**src/rtl/multi_timer.sv**
```systemverilog
// Multi-channel down-counter timer with per-channel prescaler, sticky pending flag and combined IRQ.
// Register writes take effect on the next clock edge; read data and IRQ are combinational from registered state.
// No backpressure: every register access completes in the cycle it is presented.
module multi_timer #(
  parameter int CH_BITS = 1,
  parameter int WIDTH   = 32
) (
  input  logic                 clk,
  input  logic                 reset,
  input  logic [CH_BITS+3:2]   addr,
  input  logic                 we,
  input  logic [31:0]          datain,
  output logic [31:0]          dataout,
  output logic                 IRQ
);

  localparam int NUM_CH = 2 ** CH_BITS;

  localparam logic [1:0] REG_CTRL   = 2'd0;
  localparam logic [1:0] REG_PRESET = 2'd1;
  localparam logic [1:0] REG_COUNT  = 2'd2;
  localparam logic [1:0] REG_STATUS = 2'd3;

  // CTRL layout: [0] EN, [2:1] MODE, [3] IM, [7:4] PSC
  logic [7:0]       ctrl    [NUM_CH];
  logic [WIDTH-1:0] preset  [NUM_CH];
  logic [WIDTH-1:0] count   [NUM_CH];
  logic [3:0]       psc_cnt [NUM_CH];
  logic [NUM_CH-1:0] pend;

  logic [CH_BITS-1:0] sel_ch;
  logic [1:0]         sel_reg;

  logic [NUM_CH-1:0] wr_ctrl;
  logic [NUM_CH-1:0] wr_preset;
  logic [NUM_CH-1:0] wr_status;
  logic [NUM_CH-1:0] dec;
  logic [NUM_CH-1:0] expire;
  logic [NUM_CH-1:0] auto_rl;
  logic [NUM_CH-1:0] irq_vec;

  assign sel_ch  = addr[CH_BITS+3:4];
  assign sel_reg = addr[3:2];

  // Decode per-channel write strobes, decrement ticks, expiry and masked interrupt.
  always_comb begin
    wr_ctrl   = '0;
    wr_preset = '0;
    wr_status = '0;
    dec       = '0;
    expire    = '0;
    auto_rl   = '0;
    irq_vec   = '0;
    for (int i = 0; i < NUM_CH; i++) begin
      wr_ctrl[i]   = we && (sel_ch == CH_BITS'(i)) && (sel_reg == REG_CTRL);
      wr_preset[i] = we && (sel_ch == CH_BITS'(i)) && (sel_reg == REG_PRESET);
      wr_status[i] = we && (sel_ch == CH_BITS'(i)) && (sel_reg == REG_STATUS);
      auto_rl[i]   = (ctrl[i][2:1] == 2'b01);
      dec[i]       = ctrl[i][0] && (count[i] != '0) && (psc_cnt[i] == ctrl[i][7:4]);
      // A CPU write to CTRL/PRESET pre-empts counting, so it also suppresses expiry.
      expire[i]    = dec[i] && (count[i] == WIDTH'(1)) && !wr_ctrl[i] && !wr_preset[i];
      irq_vec[i]   = pend[i] && ctrl[i][3];
    end
  end

  // Per-channel control, preset, counter and prescaler state.
  always_ff @(posedge clk) begin
    if (reset) begin
      for (int i = 0; i < NUM_CH; i++) begin
        ctrl[i]    <= '0;
        preset[i]  <= '0;
        count[i]   <= '0;
        psc_cnt[i] <= '0;
      end
    end else begin
      for (int i = 0; i < NUM_CH; i++) begin
        if (wr_preset[i]) begin
          preset[i]  <= datain[WIDTH-1:0];
          count[i]   <= datain[WIDTH-1:0];
          psc_cnt[i] <= '0;
        end else if (wr_ctrl[i]) begin
          ctrl[i]    <= datain[7:0];
          psc_cnt[i] <= '0;
        end else if (ctrl[i][0]) begin
          if (count[i] != '0) begin
            if (dec[i]) begin
              psc_cnt[i] <= '0;
              count[i]   <= count[i] - WIDTH'(1);
              // One-shot (and the reserved modes) disarm on expiry.
              if (expire[i] && !auto_rl[i]) ctrl[i][0] <= 1'b0;
            end else begin
              psc_cnt[i] <= psc_cnt[i] + 4'd1;
            end
          end else if (auto_rl[i]) begin
            // Reload the cycle after reaching zero; PRESET=0 keeps reloading zero, i.e. idles.
            count[i]   <= preset[i];
            psc_cnt[i] <= '0;
          end
        end
      end
    end
  end

  // Sticky pending flags: expiry set beats a simultaneous software clear.
  always_ff @(posedge clk) begin
    if (reset) begin
      pend <= '0;
    end else begin
      for (int i = 0; i < NUM_CH; i++) begin
        if (expire[i]) begin
          pend[i] <= 1'b1;
        end else if (wr_status[i] && datain[0]) begin
          pend[i] <= 1'b0;
        end
      end
    end
  end

  // Read mux for the addressed channel register, zero-extended to 32 bits.
  always_comb begin
    dataout = '0;
    case (sel_reg)
      REG_CTRL:   dataout[7:0]       = ctrl[sel_ch];
      REG_PRESET: dataout[WIDTH-1:0] = preset[sel_ch];
      REG_COUNT:  dataout[WIDTH-1:0] = count[sel_ch];
      REG_STATUS: dataout[0]         = pend[sel_ch];
      default:    dataout            = '0;
    endcase
  end

  assign IRQ = |irq_vec;

endmodule

```
**config.mk**
```make
export PLATFORM = sky130hd
export DESIGN_NAME = multi_timer
export DESIGN_NICKNAME = d
export VERILOG_FILES = /design/src/rtl/multi_timer.sv
export SDC_FILE = /design/constraint.sdc
export NUM_CORES = 1
export LEC_CHECK = 0
export CAP_MARGIN = 10
export CORE_UTILIZATION = 54
export CTS_CLUSTER_DIAMETER = 80
export DETAILED_ROUTE_END_ITERATION = 8
export DONT_BUFFER_PORTS = 1
export GPL_ROUTABILITY_DRIVEN = 1
export PLACE_DENSITY_LB_ADDON = 0.15
export SYNTH_ARGS = -nofsm -noshare
export SYNTH_HDL_FRONTEND = slang
export SYNTH_SLANG_ARGS = --single-unit
```
**constraint.sdc**
```tcl
create_clock -name clk -period 3.9 [get_ports clk]
set_input_delay 0.39 -clock clk [delete_from_list [all_inputs] [get_ports clk]]
set_output_delay 0.39 -clock clk [all_outputs]
set_load 0.05 [all_outputs]
```
==> results of run 1 <==
[flip-flops by register name (all words and copies together), names as in the netlist]
signal and cells:
pend 2, preset 64, psc_cnt 8, count 64
ctrl 16
[power by group]
part	switching, mW	total [mW]	leakage [nW]	internal (mW)
registers	0.111	2.05	1.54	1.94
logic	0.325	0.538	1.66	0.213
clock network	0.694	1.77	0.310	1.08
total	1.13	4.36	3.51	3.23
[through the flow]
step | std cells | utilization, %
after floorplan | 824 | -
final | 1077 | 62.1
after global placement | 1045 | 58.4
after CTS | 1077 | 62.1
after global routing | 1077 | 62.1
after detailed placement | 1045 | 58.4
[synthesized netlist by cell type (13+ instances only)]
master    count  share of area [%]
edfxtp_1    151                 49
nor2b_1      42                2.8
ha_1         13                1.8
nand2_1      52                2.1
nor3_1       20                1.1
mux2i_1      17                1.8
nor4_1       23                1.6
xor2_1       26                2.5
o21ai_0      13               0.70
a221o_1      32                3.5
mux2_2       49                6.0
o211ai_1     14                1.1
xnor2_1      40                3.8
a22oi_1      25                2.0
nor2_1       65                2.6
and2_1       34                2.3
nand3_1      28                1.5
clkbuf_1     33                1.3
a222oi_1     14                1.5
[path summary, 6_finish.rpt]
kind | cells past startpoint | from | slack (ns) | end
worst min-delay path | 1 | reset | 0.02 | pend[0]
worst max register to register | 6 | count[1][18] | 0.56 | count[1][30]
worst max-delay path | 6 | count[1][18] | 0.56 | count[1][30]
worst min register to register | 2 | pend[1] | 0.54 | pend[1]
[worst reg2reg max path, delay by kind of cell, from the launching register on]
family | cells | cell delay (ns)
buffers and inverters | 1 | 0.32
and+or+nand+nor | 4 | 1.82
AOI/OAI and AO/OA | 1 | 0.48
DFF | 1 | 0.47
[layer usage]
metal	global-route usage (%)	vias up
li1	-	3204
met1	40.1	3474
met2	49.7	375
met3	6.28	56
met4	13.0	0
met5	0	-
[layout make-up]
cell class | count | area share [%]
timing repair buffer | 53 | 3.97
tap | 220 | 2.66
multi-input combinational | 607 | 42.5
inverter | 11 | 0.399
clock buffer | 18 | 4.15
sequential | 154 | 44.4
clock inverter | 14 | 1.89
[kinds of logic after synthesis]
kind of cell             Yosys count  synth area share (%)
adder cells (fa/ha/maj)           13                  1.76
buffers and inverters             63                  3.22
XOR/XNOR                          66                  6.26
multiplexers                      66                  7.82
AND/OR/NAND/NOR                  325                  19.3
flip-flops                       154                  49.7
AO/OA/AOI/OAI                    137                  11.9
[layout by cell type (no fill, tap or decap), types with 4 or more instances in the layout]
cell	count
and2_1	34
o211ai_1	14
mux2_2	49
a22oi_1	25
nand4_1	10
nor3_1	20
o21ai_1	8
buf_4	52
or3_1	10
a221o_1	32
nand3_1	28
edfxtp_1	151
nor4_1	21
a211oi_2	6
o21ai_0	13
clkinv_2	4
xor2_1	26
mux2i_1	17
nor2_1	65
ha_1	12
nand2_1	52
nor2b_1	42
bufinv_16	4
xnor2_1	40
or4_1	11
or2_2	4
inv_1	11
a222oi_1	14
clkbuf_16	17
a21oi_1	9
==> out/metrics.cfg, run 1 <==
[status]
outcome = finished, final reports clean

[timing]
max-slew-margin-rel_pct = 29.0
finalMaxSlewViolations = 0
fmax_ghz = 0.299
fin_worst_skew_ns = 0.00861
hold_viol = 0
setup_viol = 0
rsz0062_at_grt = false
layout_setup_ws_ns = 0.559
fin_crit_ns = 3.34
whs_ns = 0.0225
post-route-period-util_pct = 85.7
worst_slew_pin_slew_ns = 1.07
setup_tns_ns = 0

[critical_path]
critPathKind = flip-flop to flip-flop
critPathCaptureType = flip-flop
path_delay_family = simple AND/OR/NAND/NOR gates
worst-path-buf-inv = 1
path_max_fanout = 24
arrival_ns = 3.52
crit_path_top_delay_cell = or4_4
cpPeakStageDelay_ns = 0.55
path_cells = or3_4, or4_4, nor4_4, a311o_2, nand3b_1, buf_12
startpoint_type = flip-flop
required_ns = 4.08

[route]
drt-vias-per-instance = 6.60
drt-pass1-iter-count = 7
highest-signal-layer = met4
drt-met1-wl_um = 10500
route.detailed.drc = 0
wl_per_cell_um = 23.9
drt_iter0_markers = 686
wl_met2_um = 12300
antenna_left = 0
wirelength_um = 25800
vias = 7109
dr_wl_met3_um = 2220

[synth]
syn_area_um2 = 9240
ys.flop_type = edfxtp_1
syn_inst = 824
yosysWarnings = 0
synth-seq-cells = 154
avgSynthCellArea_um2 = 11.2
synth_seq_area_share_pct = 49.7
syn_nets = 875
ys_types = 60
synth_edf_count = 151
synthArstFlopShare_pct = 0

[power]
peakVddDrop_mv = 0.318
power_mw = 4.36
leakagePower_nw = 3.51
powerDensity_nw_per_um2 = 422

[place]
portBuffers = 0
place_congestion = 0.885
preCtsSetupSlack_ns = 0.589
hpwlAfterDp_um = 17500
dpl-instance-area_um2 = 9710

[floorplanning]
start_util_pct = 55.5
boundaryPins = 71
fp.dieW_um = 133
coreArea_um2 = 16600
row_count = 47
dieArea_um2 = 17600
die_h_um = 133

[cts]
clkSinkCount = 154
clock-root-buffer = clkbuf_16
cts_resized = 0
ctsHoldBuffers = 0
cts.clk_slew.worst_paths_ns = 0.06
htree_levels = 4
clk-insertion-delay-late_ns = 0.43
cts_made_buffers = 17
cts_setup_buffers = 0
cts_tree = done
clockBufferDepth = 2

[final_layout]
layout-drive-gt1-share_pct = 18.9
regArea_um2 = 4590
n_antenna_cell = 0
multi_input_area_um2 = 4390
postLayoutCellArea_um2 = 10300
synthToLayoutAreaGrowth_pct = 11.9
final.fill_count = 1318
final_nets = 895

[global_routing]
grt_pass1_vias = 7086
overflow = 0
grt_max_degree = 71
antenna_found_initial = 0
grt_pass1_wl_um = 40800
gr-usage-all-layers_pct = 30.7

[min_path]
hold_class = input pin to flip-flop

[flow_run]
cap_viol_max_count = 0

Power figures use the tool's default switching activity.
==> run 2, diff against run 1 <==
--- a/config.mk
+++ b/config.mk
@@ -5,13 +5,16 @@
 export SDC_FILE = /design/constraint.sdc
 export NUM_CORES = 1
 export LEC_CHECK = 0
+export ABC_AREA = 1
 export CAP_MARGIN = 10
 export CORE_UTILIZATION = 54
 export CTS_CLUSTER_DIAMETER = 80
+export CTS_CLUSTER_SIZE = 10
 export DETAILED_ROUTE_END_ITERATION = 8
 export DONT_BUFFER_PORTS = 1
 export GPL_ROUTABILITY_DRIVEN = 1
 export PLACE_DENSITY_LB_ADDON = 0.15
+export SKIP_LAST_GASP = 1
 export SYNTH_ARGS = -nofsm -noshare
 export SYNTH_HDL_FRONTEND = slang
 export SYNTH_SLANG_ARGS = --single-unit
==> out/metrics.cfg, run 2 <==
[cts]
cts_setup_buffers = 0  ; unchanged
cts_made_buffers = 17  ; unchanged
htree_levels = 4  ; unchanged
cts_tree = done
cts_resized = 0  ; unchanged
cts.clk_slew.worst_paths_ns = 0.06  ; about the same
clockBufferDepth = 2  ; unchanged
ctsHoldBuffers = 0  ; unchanged
clk-insertion-delay-late_ns = 0.43  ; about the same
clock-root-buffer = clkbuf_16
clkSinkCount = 154  ; unchanged

[power]
clockPowerShare_pct = 37.3  ; -3.3 points
power_frac_comb_pct = 14.9  ; +2.6 points
p_int_mw = 3.05  ; -5.7%
switching_share_pct = 29.2  ; +3.3 points
leakagePower_nw = 4.75  ; +35%
pwr-share-seq_pct = 47.8  ; +0.7 points
peakVddDrop_mv = 0.315  ; -1.2%
powerDensity_nw_per_um2 = 385  ; -8.7%
power_mw = 4.30  ; -1.3%
switchingPower_mw = 1.26  ; +11%

[synth]
synth.top_cell.area_share_pct = 43.8  ; -5.3 points
synth_seq_area_share_pct = 44.4  ; -5.3 points
synth_common_cells = nand2_1, nor2_1, inv_1
synth_top_family_by_area = simple AND/OR/NAND/NOR gates
synth_edf_count = 151  ; unchanged
avgSynthCellArea_um2 = 7.53  ; -33%
synth_top_cell_by_area = edfxtp_1
synthArstFlopShare_pct = 0  ; unchanged
ys_types = 44  ; -27%
yosys.area_share.simple_pct = 27.2  ; +7.9 points
synthTopCellsByArea = edfxtp_1, nand2_1, nor2_1
post-synth-top-count-cell = nand2_1
synthAdderAreaFrac_pct = 1.57  ; -0.19 points
yosysWarnings = 0  ; unchanged
syn_nets = 1424  ; +63%
synth_compound_area_share_pct = 13.0  ; +1.1 points
syn_area_um2 = 10300  ; +12%
synth-seq-cells = 154  ; unchanged
synthMuxAreaShare_pct = 0  ; -7.8 points
syn_inst = 1373  ; +67%
ys.flop_type = edfxtp_1
synth_xor_area_share_pct = 4.15  ; -2.1 points

[critical_path]
arrival_ns = 3.03  ; -0.49 ns
startpoint_type = flip-flop
path_max_fanout = 44  ; +83%
critPathCaptureType = flip-flop
critPathKind = flip-flop to flip-flop
required_ns = 4.07  ; about the same

[timing]
worst_slew_pin_slew_ns = 0.894  ; -0.172 ns
fin_worst_skew_ns = 0.0111  ; +0.00249 ns
layout_setup_ws_ns = 1.04  ; +0.483 ns
fmax_ghz = 0.350  ; +17%
hold_viol = 0  ; unchanged
whs_ns = 0.0257  ; +0.00321 ns
post-route-period-util_pct = 73.3  ; -12 points
fin_crit_ns = 2.86  ; -0.483 ns
setup_tns_ns = 0  ; unchanged
setup_viol = 0  ; unchanged
rsz0062_at_grt = false
finalMaxSlewViolations = 0  ; unchanged
max-slew-margin-rel_pct = 40.3  ; +11 points

[floorplanning]
row_count = 50  ; +6.4%
start_util_pct = 55.1  ; -0.39 points
die_h_um = 140  ; +5.7%
coreArea_um2 = 18800  ; +13%
boundaryPins = 71  ; unchanged
fp.dieW_um = 140  ; +5.7%
dieArea_um2 = 19700  ; +12%

[global_routing]
gr-usage-all-layers_pct = 34.8  ; +4.1 points
grt_pass1_wl_um = 50300  ; +23%
met2_usage_pct = 48.9  ; -0.81 points
grt_max_degree = 109  ; +54%
antenna_found_initial = 0  ; unchanged
grt_pass1_vias = 8569  ; +21%
overflow = 0  ; unchanged
use_met1_pct = 53.7  ; +14 points
busiest_layer = met1
grtUsageMet3_pct = 7.56  ; +1.3 points

[final_layout]
layout-drive-gt1-share_pct = 8.29  ; -11 points
n_antenna_cell = 0  ; unchanged
final_nets = 1427  ; +59%
synthToLayoutAreaGrowth_pct = 8.07
final_cell_mix = nand2_1, nor2_1, inv_1
top_regs = count x64, preset x64, ctrl x16
layout_commonest_cell = nand2_1
fin_cells = 1622  ; +51%

[place]
place_congestion = 0.962  ; +8.7%
preCtsSetupSlack_ns = 0.723  ; +0.134 ns
portBuffers = 0  ; unchanged
hpwlAfterDp_um = 25300  ; +45%
dpl.cell_count = 1591  ; +52%

[flow_run]
cap_viol_max_count = 0  ; unchanged

[route]
antenna_left = 0  ; unchanged
drt-vias-per-instance = 5.83  ; -12%
drt_iter0_markers = 1445  ; +110%
wirelength_um = 33300  ; +29%
wl_per_cell_um = 20.5  ; -14%
drt-pass1-iter-count = 5  ; -2
route.detailed.drc = 0  ; unchanged
vias = 9461  ; +33%

[status]
outcome = finished, final reports clean

[min_path]
hold_class = input pin to flip-flop

## run 2: cell count changes after synthesis, sizes merged, moves of 49 or more
cell,previous run,this run
nand2,52,269
o21ai,22,128
a21oi,9,123
nor2,65,272
nand3,29,84
inv,11,187
mux2,49,0
## run 2: area by class of cell
type	count	area, um2
Clock buffer	18	429
Clock inverter	13	129
Fill cell	1699	7590
Inverter	188	708
Multi-Input combinational cell	979	4750
Sequential cell	154	4590
Tap cell	234	293
Timing Repair Buffer	36	270
## run 2: per-stage QoR
stage	utilization [%]	instance area, um2
floorplan	-	10300
global placement	56.6	10600
finish	59.6	11200
CTS	59.6	11200
global route	59.6	11200
detailed placement	56.6	10600
## run 2: final timing paths
kind         slack, ns  depth (start not counted)           to   startpoint
max reg2reg       1.04                         12  count[1][3]  count[0][0]
max               1.04                         12  count[1][3]  count[0][0]
min               0.03                          1      pend[1]        reset
min reg2reg       0.50                          2      pend[0]      pend[0]
## run 2: critical path: stages, from the launching register on
cell      delay [ns]
edfxtp_1        0.41
inv_1           0.18
ha_1            0.32
inv_1           0.09
nor2_1          0.11
nand2_1         0.09
nor2_4          0.19
nand2_2         0.13
nand3_4         0.38
nand4_2         0.16
buf_4           0.30
nand3_1         0.16
nand2_1         0.08
## run 2: cells by family after synthesis
group,after synthesis
flip-flops,154
AO/OA/AOI/OAI,262
adder cells (fa/ha/maj),13
AND/OR/NAND/NOR,655
buffers and inverters,240
XOR/XNOR,49
## run 2: layer usage
metal  vias up  share of wire (%)
met3        29                 14
met2       567                 41
met4         0                1.4
met1      4379                 43
met5         -                  0
li1       4486                  -
## run 2: power by group through the flow
stage          combinational (mW)  clock, mW  sequential [mW]
3_3_place_gp                0.621          0             2.08
6_report                    0.639       1.61             2.06
2_1_floorplan               0.485          0             2.03
3_5_place_dp                0.625          0             2.08
4_1_cts                     0.630       1.61             2.05
5_1_grt                     0.700       1.67             2.07
==> run 3, diff against run 2 <==
==> constraint.sdc (replaced) <==
create_clock -name clk -period 2.7 [get_ports clk]
set_input_delay 0.27 -clock clk [delete_from_list [all_inputs] [get_ports clk]]
set_output_delay 0.27 -clock clk [all_outputs]
set_load 0.05 [all_outputs]
==> out/metrics.cfg, run 3 (synthesis gave the netlist of run 2 again) <==
[status]
outcome = finished, final reports clean

[global_routing]
gr-usage-all-layers_pct = 36.6  ; +1.9 points
grt_pass1_wl_um = 52700  ; +4.7%
grt_pass1_vias = 8936  ; +4.3%
antenna_found_initial = 2  ; +2
grt_max_degree = 109  ; unchanged
overflow = 0  ; unchanged

[critical_path]
path_max_fanout = 32  ; -27%
critPathCaptureType = flip-flop
arrival_ns = 2.59  ; -0.44 ns
cpPeakStageDelay_ns = 0.43  ; +0.02 ns
reg2regPathDepth = 9  ; -3
path_delay_family = simple AND/OR/NAND/NOR gates
r2r_end = count[1][9]
crit_path_top_delay_cell = edfxtp_1
startpoint_type = flip-flop
critPathKind = flip-flop to flip-flop
path_cells = inv_1, ha_1, nand4_1, nor3_1, nand3_1, nand2_2, inv_2, nand3_2, buf_4
required_ns = 2.78  ; -1.29 ns
worst-path-buf-inv = 3  ; unchanged
rr_startpoint = count[1][0]
reg2reg_setup_slack_ns = 0.20  ; -0.84 ns

[timing]
fmax_ghz = 0.400  ; +14%
max-slew-margin-rel_pct = 37.8  ; -2.6 points
rsz0062_at_grt = false
finalMaxSlewViolations = 0  ; unchanged
fin_worst_skew_ns = 0.00791  ; -0.00319 ns
hold_viol = 0  ; unchanged
fin_crit_ns = 2.50  ; -0.357 ns
setup_tns_ns = 0  ; unchanged
setup_viol = 0  ; unchanged
worst_slew_pin_slew_ns = 0.932  ; +0.0383 ns
post-route-period-util_pct = 92.6  ; +19 points
layout_setup_ws_ns = 0.198  ; -0.843 ns

[route]
vias = 9665  ; +2.2%
drt_iter0_markers = 1393  ; -3.6%
antenna_left = 0  ; unchanged
drt-vias-per-instance = 5.87  ; +0.61%
route.detailed.drc = 0  ; unchanged
wl_per_cell_um = 21.1  ; +3.1%
drt-pass1-iter-count = 7  ; +2
wirelength_um = 34800  ; +4.7%

[cts]
clock-root-buffer = clkbuf_16
cts.clk_slew.worst_paths_ns = 0.07  ; about the same
cts_setup_buffers = 0  ; unchanged
clkSinkCount = 154  ; unchanged
cts_made_buffers = 17  ; unchanged
clk-insertion-delay-late_ns = 0.44  ; about the same
cts_tree = done
htree_levels = 4  ; unchanged
clockBufferDepth = 2  ; unchanged

[min_path]
min_to = ctrl[1][0]
whs_path_depth = 2  ; +1
hold_class = input pin to flip-flop
hp-start = datain[0]

[floorplanning]
coreArea_um2 = 18800  ; unchanged
die_h_um = 140  ; unchanged
row_count = 50  ; unchanged
start_util_pct = 55.1  ; unchanged
boundaryPins = 71  ; unchanged
dieArea_um2 = 19700  ; unchanged
fp.dieW_um = 140  ; unchanged

[place]
portBuffers = 0  ; unchanged
place_congestion = 1.02  ; +6.5%
dpl.cell_count = 1614  ; +1.4%
dpl-instance-area_um2 = 10800  ; +2.0%
preCtsSetupSlack_ns = 0.132  ; -0.590 ns
hpwlAfterDp_um = 26200  ; +3.9%

[power]
powerDensity_nw_per_um2 = 551  ; +43%
peakVddDrop_mv = 0.409  ; +30%
leakagePower_nw = 4.90  ; +3.1%

[flow_run]
cap_viol_max_count = 0  ; unchanged

[final_layout]
n_antenna_cell = 0  ; unchanged
final_cell_mix = nand2_1, nor2_1, inv_1
top_regs = count x64, preset x64, ctrl x16
synthToLayoutAreaGrowth_pct = 10.3
final_nets = 1451  ; +1.7%
layout-drive-gt1-share_pct = 10.4  ; +2.1 points
layout_commonest_cell = nand2_1
final.fill_count = 1718  ; +1.1%
fin_cells = 1647  ; +1.5%
finish.utilization_pct = 60.8  ; +1.2 points
postLayoutCellArea_um2 = 11400  ; +2.1%

run 3: cell types whose count changed in the layout (fill, tap and decap cells not counted), moves of 2 or more:
cell / change
buf_4: +19
inv_6: +7
clkinv_1: -4
buf_12: +3
bufinv_16: -2
clkinvlp_4: -2
inv_8: +2
run 3: worst register-to-register path, delay by kind of cell (launching register included):
family	cells	cell delay [ns]
flops	1	0.43
simple gates	5	0.83
buf+inv	3	0.66
fa+ha+maj	1	0.21
run 3: what timing repair did:
action | CTS | global route
resized for setup | 0 | 2
hold buffers | 1 | 0
hold endpoints to repair | 2 | 0
endpoints found under the setup margin | 0 | 20
run 3: where the power goes:
| group | switching, mW | total (mW) | internal [mW] |
|---|---|---|---|
| registers | 0.146 | 2.95 | 2.81 |
| logic | 0.713 | 0.992 | 0.279 |
| clock network | 1.12 | 2.34 | 1.21 |
run 3: final cells by class:
class                   instances  area, um2  area share (%)
well taps                     234        293            2.57
flip-flops and latches        154       4590            40.3
clock buffers                  17        425            3.73
clock inverters                15        131            1.15
repair buffers                 60        494            4.33
multi-input cells             979       4760            41.8
inverters                     188        708            6.21
run 3: worst max path at each step:
| stage | start | to | slack, ns | cells after the start |
|---|---|---|---|---|
| final | count[1][0] | count[1][9] | 0.20 | 9 |
| after global routing | count[1][26] | count[1][19] | 0.01 | 12 |
| after CTS | count[0][0] | count[0][21] | 0.11 | 11 |
| after detailed placement | count[0][0] | count[0][21] | 0.13 | 11 |
| after global placement | count[0][0] | count[0][2] | 0.23 | 11 |
| after floorplan | addr[3] | count[0][0] | 0.1 | 12 |
run 3: per-stage QoR:
stage	power, mW	hold WS (ns)
4_1_cts	6.26	0.0207
6_report	6.28	0.0302
2_1_floorplan	3.64	0.448
5_1_grt	6.48	0.0369
3_5_place_dp	3.96	0.344
3_3_place_gp	3.95	0.342
run 3: per-layer routing:
metal	wire length (um)	share of wire, %	GRT usage, %	vias to the layer above
met3	5150	15	12.6	57
li1	-	-	-	4530
met5	17	0.049	0	-
met2	14500	42	52.1	604
met4	666	1.9	10.2	4
met1	14500	42	52.6	4470
